### src/rtl/hub75_pkg.sv
// Shared constants and types for the HUB75 panel sink.
package hub75_pkg;

    localparam int unsigned COLS_DEF         = 64;
    localparam int unsigned ROW_BITS_DEF     = 4;
    localparam int unsigned ONTIME_WIDTH_DEF = 16;
    localparam int unsigned SYNC_STAGES_DEF  = 2;
    localparam int unsigned RGB_W            = 6;

    // Bit positions inside the {b2,g2,r2,b1,g1,r1} pixel field.
    localparam int unsigned R1 = 0;
    localparam int unsigned G1 = 1;
    localparam int unsigned B1 = 2;
    localparam int unsigned R2 = 3;
    localparam int unsigned G2 = 4;
    localparam int unsigned B2 = 5;

    typedef enum logic {
        ST_IDLE   = 1'b0,
        ST_STREAM = 1'b1
    } stream_state_e;

    typedef struct packed {
        logic [ROW_BITS_DEF-1:0]      row;
        logic [$clog2(COLS_DEF)-1:0]  col;
        logic [RGB_W-1:0]             rgb;
        logic [ONTIME_WIDTH_DEF-1:0]  on_time;
        logic                         last;
    } pixel_rec_t;

endpackage

### src/rtl/hub75_input_sync.sv
// Synchronises the panel pins into clk_in and produces registered edge pulses,
// with row/rgb delayed by the same amount so data lines up with each pulse.
module hub75_input_sync #(
    parameter int unsigned SYNC_STAGES = 2,
    parameter int unsigned ROW_BITS    = 4,
    parameter int unsigned RGB_W       = 6
) (
    input  logic                clk_in,
    input  logic                reset,
    input  logic                panel_clk,
    input  logic                panel_latch,
    input  logic                panel_oe,
    input  logic [ROW_BITS-1:0] panel_row,
    input  logic [RGB_W-1:0]    panel_rgb,
    output logic                clk_rise,
    output logic                latch_rise,
    output logic                oe_rise,
    output logic                oe_fall,
    output logic                oe_level,
    output logic [ROW_BITS-1:0] row,
    output logic [RGB_W-1:0]    rgb
);

    localparam int unsigned W = 3 + ROW_BITS + RGB_W;

    logic [SYNC_STAGES-1:0][W-1:0] sync_q;
    logic [W-1:0]                  tap;
    logic [2:0]                    ctl;
    logic [2:0]                    ctl_dly;

    assign tap = sync_q[SYNC_STAGES-1];
    assign ctl = tap[W-1 -: 3];  // {oe, latch, clk}

    always_ff @(posedge clk_in) begin
        if (reset) begin
            sync_q     <= '0;
            ctl_dly    <= '0;
            clk_rise   <= 1'b0;
            latch_rise <= 1'b0;
            oe_rise    <= 1'b0;
            oe_fall    <= 1'b0;
            oe_level   <= 1'b0;
            row        <= '0;
            rgb        <= '0;
        end else begin
            sync_q     <= {sync_q[SYNC_STAGES-2:0],
                           {panel_oe, panel_latch, panel_clk, panel_row, panel_rgb}};
            ctl_dly    <= ctl;
            clk_rise   <= ctl[0] & ~ctl_dly[0];
            latch_rise <= ctl[1] & ~ctl_dly[1];
            oe_rise    <= ctl[2] & ~ctl_dly[2];
            oe_fall    <= ~ctl[2] & ctl_dly[2];
            oe_level   <= ctl[2];
            row        <= tap[RGB_W +: ROW_BITS];
            rgb        <= tap[RGB_W-1:0];
        end
    end

endmodule

### src/rtl/hub75_panel_sink.sv
// HUB75 panel model: shifts and latches a row, times each OE pulse, then streams
// the lit row as one record per pixel over a valid/ready interface.
module hub75_panel_sink
    import hub75_pkg::*;
#(
    parameter int unsigned COLS         = COLS_DEF,
    parameter int unsigned ROW_BITS     = ROW_BITS_DEF,
    parameter int unsigned ONTIME_WIDTH = ONTIME_WIDTH_DEF,
    parameter int unsigned SYNC_STAGES  = SYNC_STAGES_DEF
) (
    input  logic                      clk_in,
    input  logic                      reset,
    input  logic                      panel_clk,
    input  logic                      panel_latch,
    input  logic                      panel_oe,
    input  logic [ROW_BITS-1:0]       panel_row,
    input  logic [5:0]                panel_rgb,
    output logic                      out_valid,
    input  logic                      out_ready,
    output logic [ROW_BITS-1:0]       out_row,
    output logic [$clog2(COLS)-1:0]   out_col,
    output logic [5:0]                out_rgb,
    output logic [ONTIME_WIDTH-1:0]   out_on_time,
    output logic                      out_last,
    input  logic                      clear_status,
    output logic                      err_count,
    output logic                      err_overflow,
    output logic [7:0]                drop_count
);

    localparam int unsigned COL_W = $clog2(COLS);
    localparam int unsigned CNT_W = $clog2(COLS + 2);
    localparam logic [CNT_W-1:0] CNT_FULL = CNT_W'(COLS);
    localparam logic [CNT_W-1:0] CNT_SAT  = CNT_W'(COLS + 1);
    localparam logic [COL_W-1:0] COL_LAST = COL_W'(COLS - 1);

    logic                clk_rise, latch_rise, oe_rise, oe_fall, oe_level;
    logic [ROW_BITS-1:0] row_s;
    logic [RGB_W-1:0]    rgb_s;

    hub75_input_sync #(
        .SYNC_STAGES (SYNC_STAGES),
        .ROW_BITS    (ROW_BITS),
        .RGB_W       (RGB_W)
    ) u_sync (
        .clk_in      (clk_in),
        .reset       (reset),
        .panel_clk   (panel_clk),
        .panel_latch (panel_latch),
        .panel_oe    (panel_oe),
        .panel_row   (panel_row),
        .panel_rgb   (panel_rgb),
        .clk_rise    (clk_rise),
        .latch_rise  (latch_rise),
        .oe_rise     (oe_rise),
        .oe_fall     (oe_fall),
        .oe_level    (oe_level),
        .row         (row_s),
        .rgb         (rgb_s)
    );

    logic [COLS-1:0][RGB_W-1:0] shift_reg, shift_next, latch_reg, pix_buf, pix_src;
    logic [CNT_W-1:0]           shift_cnt, cnt_next;
    logic [ROW_BITS-1:0]        row_cap;
    logic [ONTIME_WIDTH-1:0]    on_time;

    stream_state_e              state_q, state_d;
    logic [COL_W-1:0]           col_d;
    logic                       load;
    logic                       overflow;
    logic                       count_bad;

    // Shift applied before latch so a coincident latch captures the new pixel.
    always_comb begin
        shift_next = shift_reg;
        cnt_next   = shift_cnt;
        if (clk_rise) begin
            shift_next = {shift_reg[COLS-2:0], rgb_s};
            if (shift_cnt != CNT_SAT) begin
                cnt_next = shift_cnt + CNT_W'(1);
            end
        end
    end

    assign count_bad = latch_rise && (cnt_next != CNT_FULL);

    always_ff @(posedge clk_in) begin
        if (reset) begin
            shift_reg <= '0;
            latch_reg <= '0;
            shift_cnt <= '0;
        end else begin
            shift_reg <= shift_next;
            if (latch_rise) begin
                latch_reg <= shift_next;
                shift_cnt <= '0;
            end else begin
                shift_cnt <= cnt_next;
            end
        end
    end

    // OE pulse width in clk_in cycles, saturating.
    always_ff @(posedge clk_in) begin
        if (reset) begin
            row_cap <= '0;
            on_time <= '0;
        end else if (oe_rise) begin
            row_cap <= row_s;
            on_time <= ONTIME_WIDTH'(1);
        end else if (oe_level && (on_time != '1)) begin
            on_time <= on_time + ONTIME_WIDTH'(1);
        end
    end

    always_comb begin
        state_d = state_q;
        col_d   = out_col;
        load    = 1'b0;
        case (state_q)
            ST_IDLE: begin
                if (oe_fall) begin
                    load    = 1'b1;
                    state_d = ST_STREAM;
                    col_d   = '0;
                end
            end
            ST_STREAM: begin
                if (out_ready) begin
                    if (out_col == COL_LAST) begin
                        state_d = ST_IDLE;
                    end else begin
                        col_d = out_col + COL_W'(1);
                    end
                end
            end
            default: state_d = ST_IDLE;
        endcase
    end

    assign overflow = oe_fall && !load;
    assign pix_src  = load ? latch_reg : pix_buf;

    always_ff @(posedge clk_in) begin
        if (reset) begin
            state_q     <= ST_IDLE;
            pix_buf     <= '0;
            out_valid   <= 1'b0;
            out_row     <= '0;
            out_col     <= '0;
            out_rgb     <= '0;
            out_on_time <= '0;
            out_last    <= 1'b0;
        end else begin
            state_q   <= state_d;
            out_valid <= (state_d == ST_STREAM);
            out_col   <= col_d;
            out_rgb   <= pix_src[col_d];
            out_last  <= (state_d == ST_STREAM) && (col_d == COL_LAST);
            if (load) begin
                pix_buf     <= latch_reg;
                out_row     <= row_cap;
                out_on_time <= on_time;
            end
        end
    end

    // Sticky status: a new error in the clearing cycle wins.
    always_ff @(posedge clk_in) begin
        if (reset) begin
            err_count    <= 1'b0;
            err_overflow <= 1'b0;
            drop_count   <= '0;
        end else begin
            err_count    <= (err_count & ~clear_status) | count_bad;
            err_overflow <= (err_overflow & ~clear_status) | overflow;
            if (clear_status) begin
                drop_count <= overflow ? 8'd1 : 8'd0;
            end else if (overflow && (drop_count != 8'hFF)) begin
                drop_count <= drop_count + 8'd1;
            end
        end
    end

endmodule
### config.mk
export PLATFORM = sky130hd
export DESIGN_NAME = hub75_panel_sink
export DESIGN_NICKNAME = d
export VERILOG_FILES = /design/src/rtl/hub75_pkg.sv /design/src/rtl/hub75_input_sync.sv /design/src/rtl/hub75_panel_sink.sv
export SDC_FILE = /design/constraint.sdc
export NUM_CORES = 2
export LEC_CHECK = 0
export ABC_AREA = 1
export ABC_CLOCK_PERIOD_IN_PS = 2200
export BUFFER_PORTS_ARGS = -buffer_cell sky130_fd_sc_hd__buf_2
export CAP_MARGIN = 20
export CORE_UTILIZATION = 56
export DETAILED_ROUTE_END_ITERATION = 16
export GPL_TIMING_DRIVEN = 0
export HOLD_SLACK_MARGIN = 0.02
export PLACE_DENSITY = 0.75
export SLEW_MARGIN = 20
export SYNTH_ARGS = -nofsm -noshare
export SYNTH_HDL_FRONTEND = slang
export SYNTH_SLANG_ARGS = --single-unit
### constraint.sdc
create_clock -name clk_in -period 2.2 [get_ports clk_in]
set_clock_uncertainty 0.2 [all_clocks]
set_input_delay 0.44 -clock clk_in [delete_from_list [all_inputs] [get_ports clk_in]]
set_output_delay 0.44 -clock clk_in [all_outputs]
set_load 0.01 [all_outputs]
==> impl_metrics.yaml <==
outcome:
  outcome: "finished, violations left"
  violations: "negative setup slack"
timing:
  finalCriticalPeriod_ps: 2800
  finalHoldViolCount: 0
  tightest_slew_ps: 781
  period_share_pct: 127
  rsz0062_at_grt: "true"
  setup_violations: 12
  hold_ws_ps: 128
  fin_ws_ps: -601
  drv_slew: 0
  relSlewSlack_pct: 47.9
  max_freq_ghz: 0.357
pwr:
  pwr-share-clk_pct: 44.8
  p_comb_share_pct: 5.2
  max-vdd-ir-drop_uv: 915
  p_sw_w: 0.0109
  swShare_pct: 23.1
  powerDensity_nw_per_um2: 831
  p_seq_share_pct: 50.0
  p_int_w: 0.0364
  cellLeakagePower_nw: 28.2
route:
  vias_per_cell: 5.62
  ant_nets: 0
  drt_iter0_drc: 4411
  wl_per_cell_um: 19.7
  drc: 0
  drtPass1Iterations: 7
  num_vias: 40901
  finalWirelength_mm: 144
setup_path:
  crit_end: "out_rgb[4]"
  rr_endpoint: "out_rgb[4]"
  reg2reg_slack_ps: -600
  reg2regPathDepth: 13
  reg2reg_from: "out_col[5]"
  crit_fanout: 10
  cp_data_arrival_time_ps: 3210
  worstSetupEndpointType: "flip-flop"
  startpoint: "out_col[5]"
  startpoint_type: "flip-flop"
  worst-setup-path-type: "reg2reg"
  worstPathRequired_ps: 2610
yosys:
  ys_top_cells_by_area: "dfxtp_1 53%, nand2_1 9.1%, nor2_1 8.0%"
  syn_avg_cell_area_sq_um: 8.20
  syn-num-nets: 5805
  synth_seq_area_share_pct: 53.4
  synth.distinct_cells: 36
  synth_area_sq_um: 47400
  syn-instance-count: 5783
  synth_top_cell_area_share_pct: 53.4
  synth_top_area_cell: "dfxtp_1"
  ys_ff_latch: 1266
  yosysWarnings: 0
floorplanning:
  floorplan.initialDensity_pct: 56.7
  die_w_um: 293
  core_area_sq_um: 83700
  std_cell_rows: 106
  io_pins: 61
  die_area_sq_um: 85900
  die_h_um: 293
grt:
  grt_pass1_vias: 37879
  grt_first_pass_wirelength_mm: 213
  grt_start_max_net_pins: 17
  grt_use_total_pct: 31.7
  antenna_found_initial: 11
  grt_overflow_total: 0
final_layout:
  layout.cells.non_filler: 7279
  nets: 6058
  final_cell_mix: "1258 x dfxtp_1, 1119 x nand2_1, 1007 x nor2_1, 384 x o22a_1, 370 x inv_1"
  layout_commonest_cell: "dfxtp_1"
  drive_gt1_share_pct: 15.2
  area_delta_synth_final_pct: 20.1
placement:
  numPortBuffers: 59
  place_congestion: 0.993
  dp_cells: 6976
  dpl.hpwl_mm: 96.8
cts:
  root_buffer: "clkbuf_16"
  clk_latency_ps: 710
  cts.reportedPaths.clkPinSlew_ps: 80
  cts_num_sinks: 1266
  cts_tree: "done"
  clockBufferDepth: 3
  htreeDepth: 3
  cts_made_buffers: 121
worst_hold_path:
  min_path_type: "in2reg"
run:
  cap_violations: 0
-- cell usage after synthesis (all sizes together) --
library cell / n
nand2: 1151
and3: 1
clkbuf: 302
a211oi: 4
nand3: 430
o21bai: 1
or2: 90
dfxtp: 1266
nor2: 1014
nand4: 6
ha: 5
inv: 380
buf: 104
o211ai: 1
nor3: 90
mux2i: 252
o211a: 1
o22a: 384
xor2: 11
xnor2: 1
nor3b: 1
a31oi: 1
clkinv: 1
nor4: 4
a21oi: 38
o21ai: 244
-- power by group through the flow --
stage          clock, W  sequential, W  combinational, W
6_report         0.0212         0.0237           0.00247
4_1_cts          0.0213         0.0236           0.00227
3_3_place_gp          0         0.0241           0.00196
5_1_grt          0.0222         0.0237           0.00261
3_5_place_dp          0         0.0242           0.00199
2_1_floorplan         0         0.0240           0.00137
-- critical path, stage by stage, from the launching register on --
cell      delay, ps
dfxtp_2         400
nand2_2         140
clkinv_1        150
nand2_4         180
nand3_4         130
buf_4           190
buf_2           230
nand3_1         140
nand3_1         140
nand3_1         140
nand3_2          90
nand3_2         140
nand3_4         140
a21oi_4         260
-- stage by stage --
step	worst slack, ps	setup TNS, ps	utilization, %	area (sq um)	power [W]
after floorplan	2.34	0	-	47500	0.0254
after global placement	-1700	-1146290	58.8	49200	0.0261
after detailed placement	-1720	-1164270	58.8	49200	0.0261
after CTS	-395	-118760	66.5	55600	0.0472
after global routing	-539	-3530	68.1	57000	0.0485
final	-601	-3590	68.1	57000	0.0473
-- worst min path at each step --
stage / slack, ps / cells after the start / startpoint / to
final: 130 / 5 / out_ready / state_q
after global routing: 140 / 5 / out_ready / state_q
after CTS: 60 / 5 / out_ready / state_q
after detailed placement: 180 / 1 / u_sync.ctl_dly[0] / u_sync.clk_rise
after global placement: 180 / 1 / u_sync.ctl_dly[1] / u_sync.latch_rise
after floorplan: 170 / 1 / u_sync.ctl_dly[0] / u_sync.clk_rise
-- per-layer routing --
layer	routed length, um	part of all wire, %	track usage [%]	vias to the layer above
met5	63	0.044	0	-
met4	8240	5.7	15.5	10
met3	13700	9.6	7.84	574
met2	64100	45	50.5	1831
met1	57500	40	40.1	19162
li1	-	-	-	19324
-- cell type report --
type / instances / area (sq um)
clock buffer: 179 / 3560
clock inverter: 48 / 515
antenna: 5 / 12.5
inverter: 381 / 1460
buffer: 402 / 2760
fill: 6407 / 26700
timing repair buffer: 134 / 1290
multi-input combinational: 3730 / 20600
sequential: 1266 / 25400
tap: 1134 / 1420
-- timing repair --
action	in CTS	in global routing
endpoints found under the setup margin	1249	1076
gates resized for setup	464	389
pin swaps	51	60
buffers inserted	28	18
gates cloned	9	7
endpoints found under the hold margin	18	0
hold buffers	14	0
-- kinds of logic (layout without fill, tap and decap cells) --
kind of cell / after synthesis / in the layout / synth area share (%)
mux: 252 / 252 / 5.32
buf+inv: 787 / 1144 / 6.65
xor+xnor: 12 / 12 / 0.222
flops: 1266 / 1266 / 53.4
simple gates: 2787 / 2787 / 24.0
fa+ha+maj: 5 / 5 / 0.132
compound gates: 674 / 674 / 10.2
other cells: 0 / 5 / 0
Power figures use the tool's default switching activity.
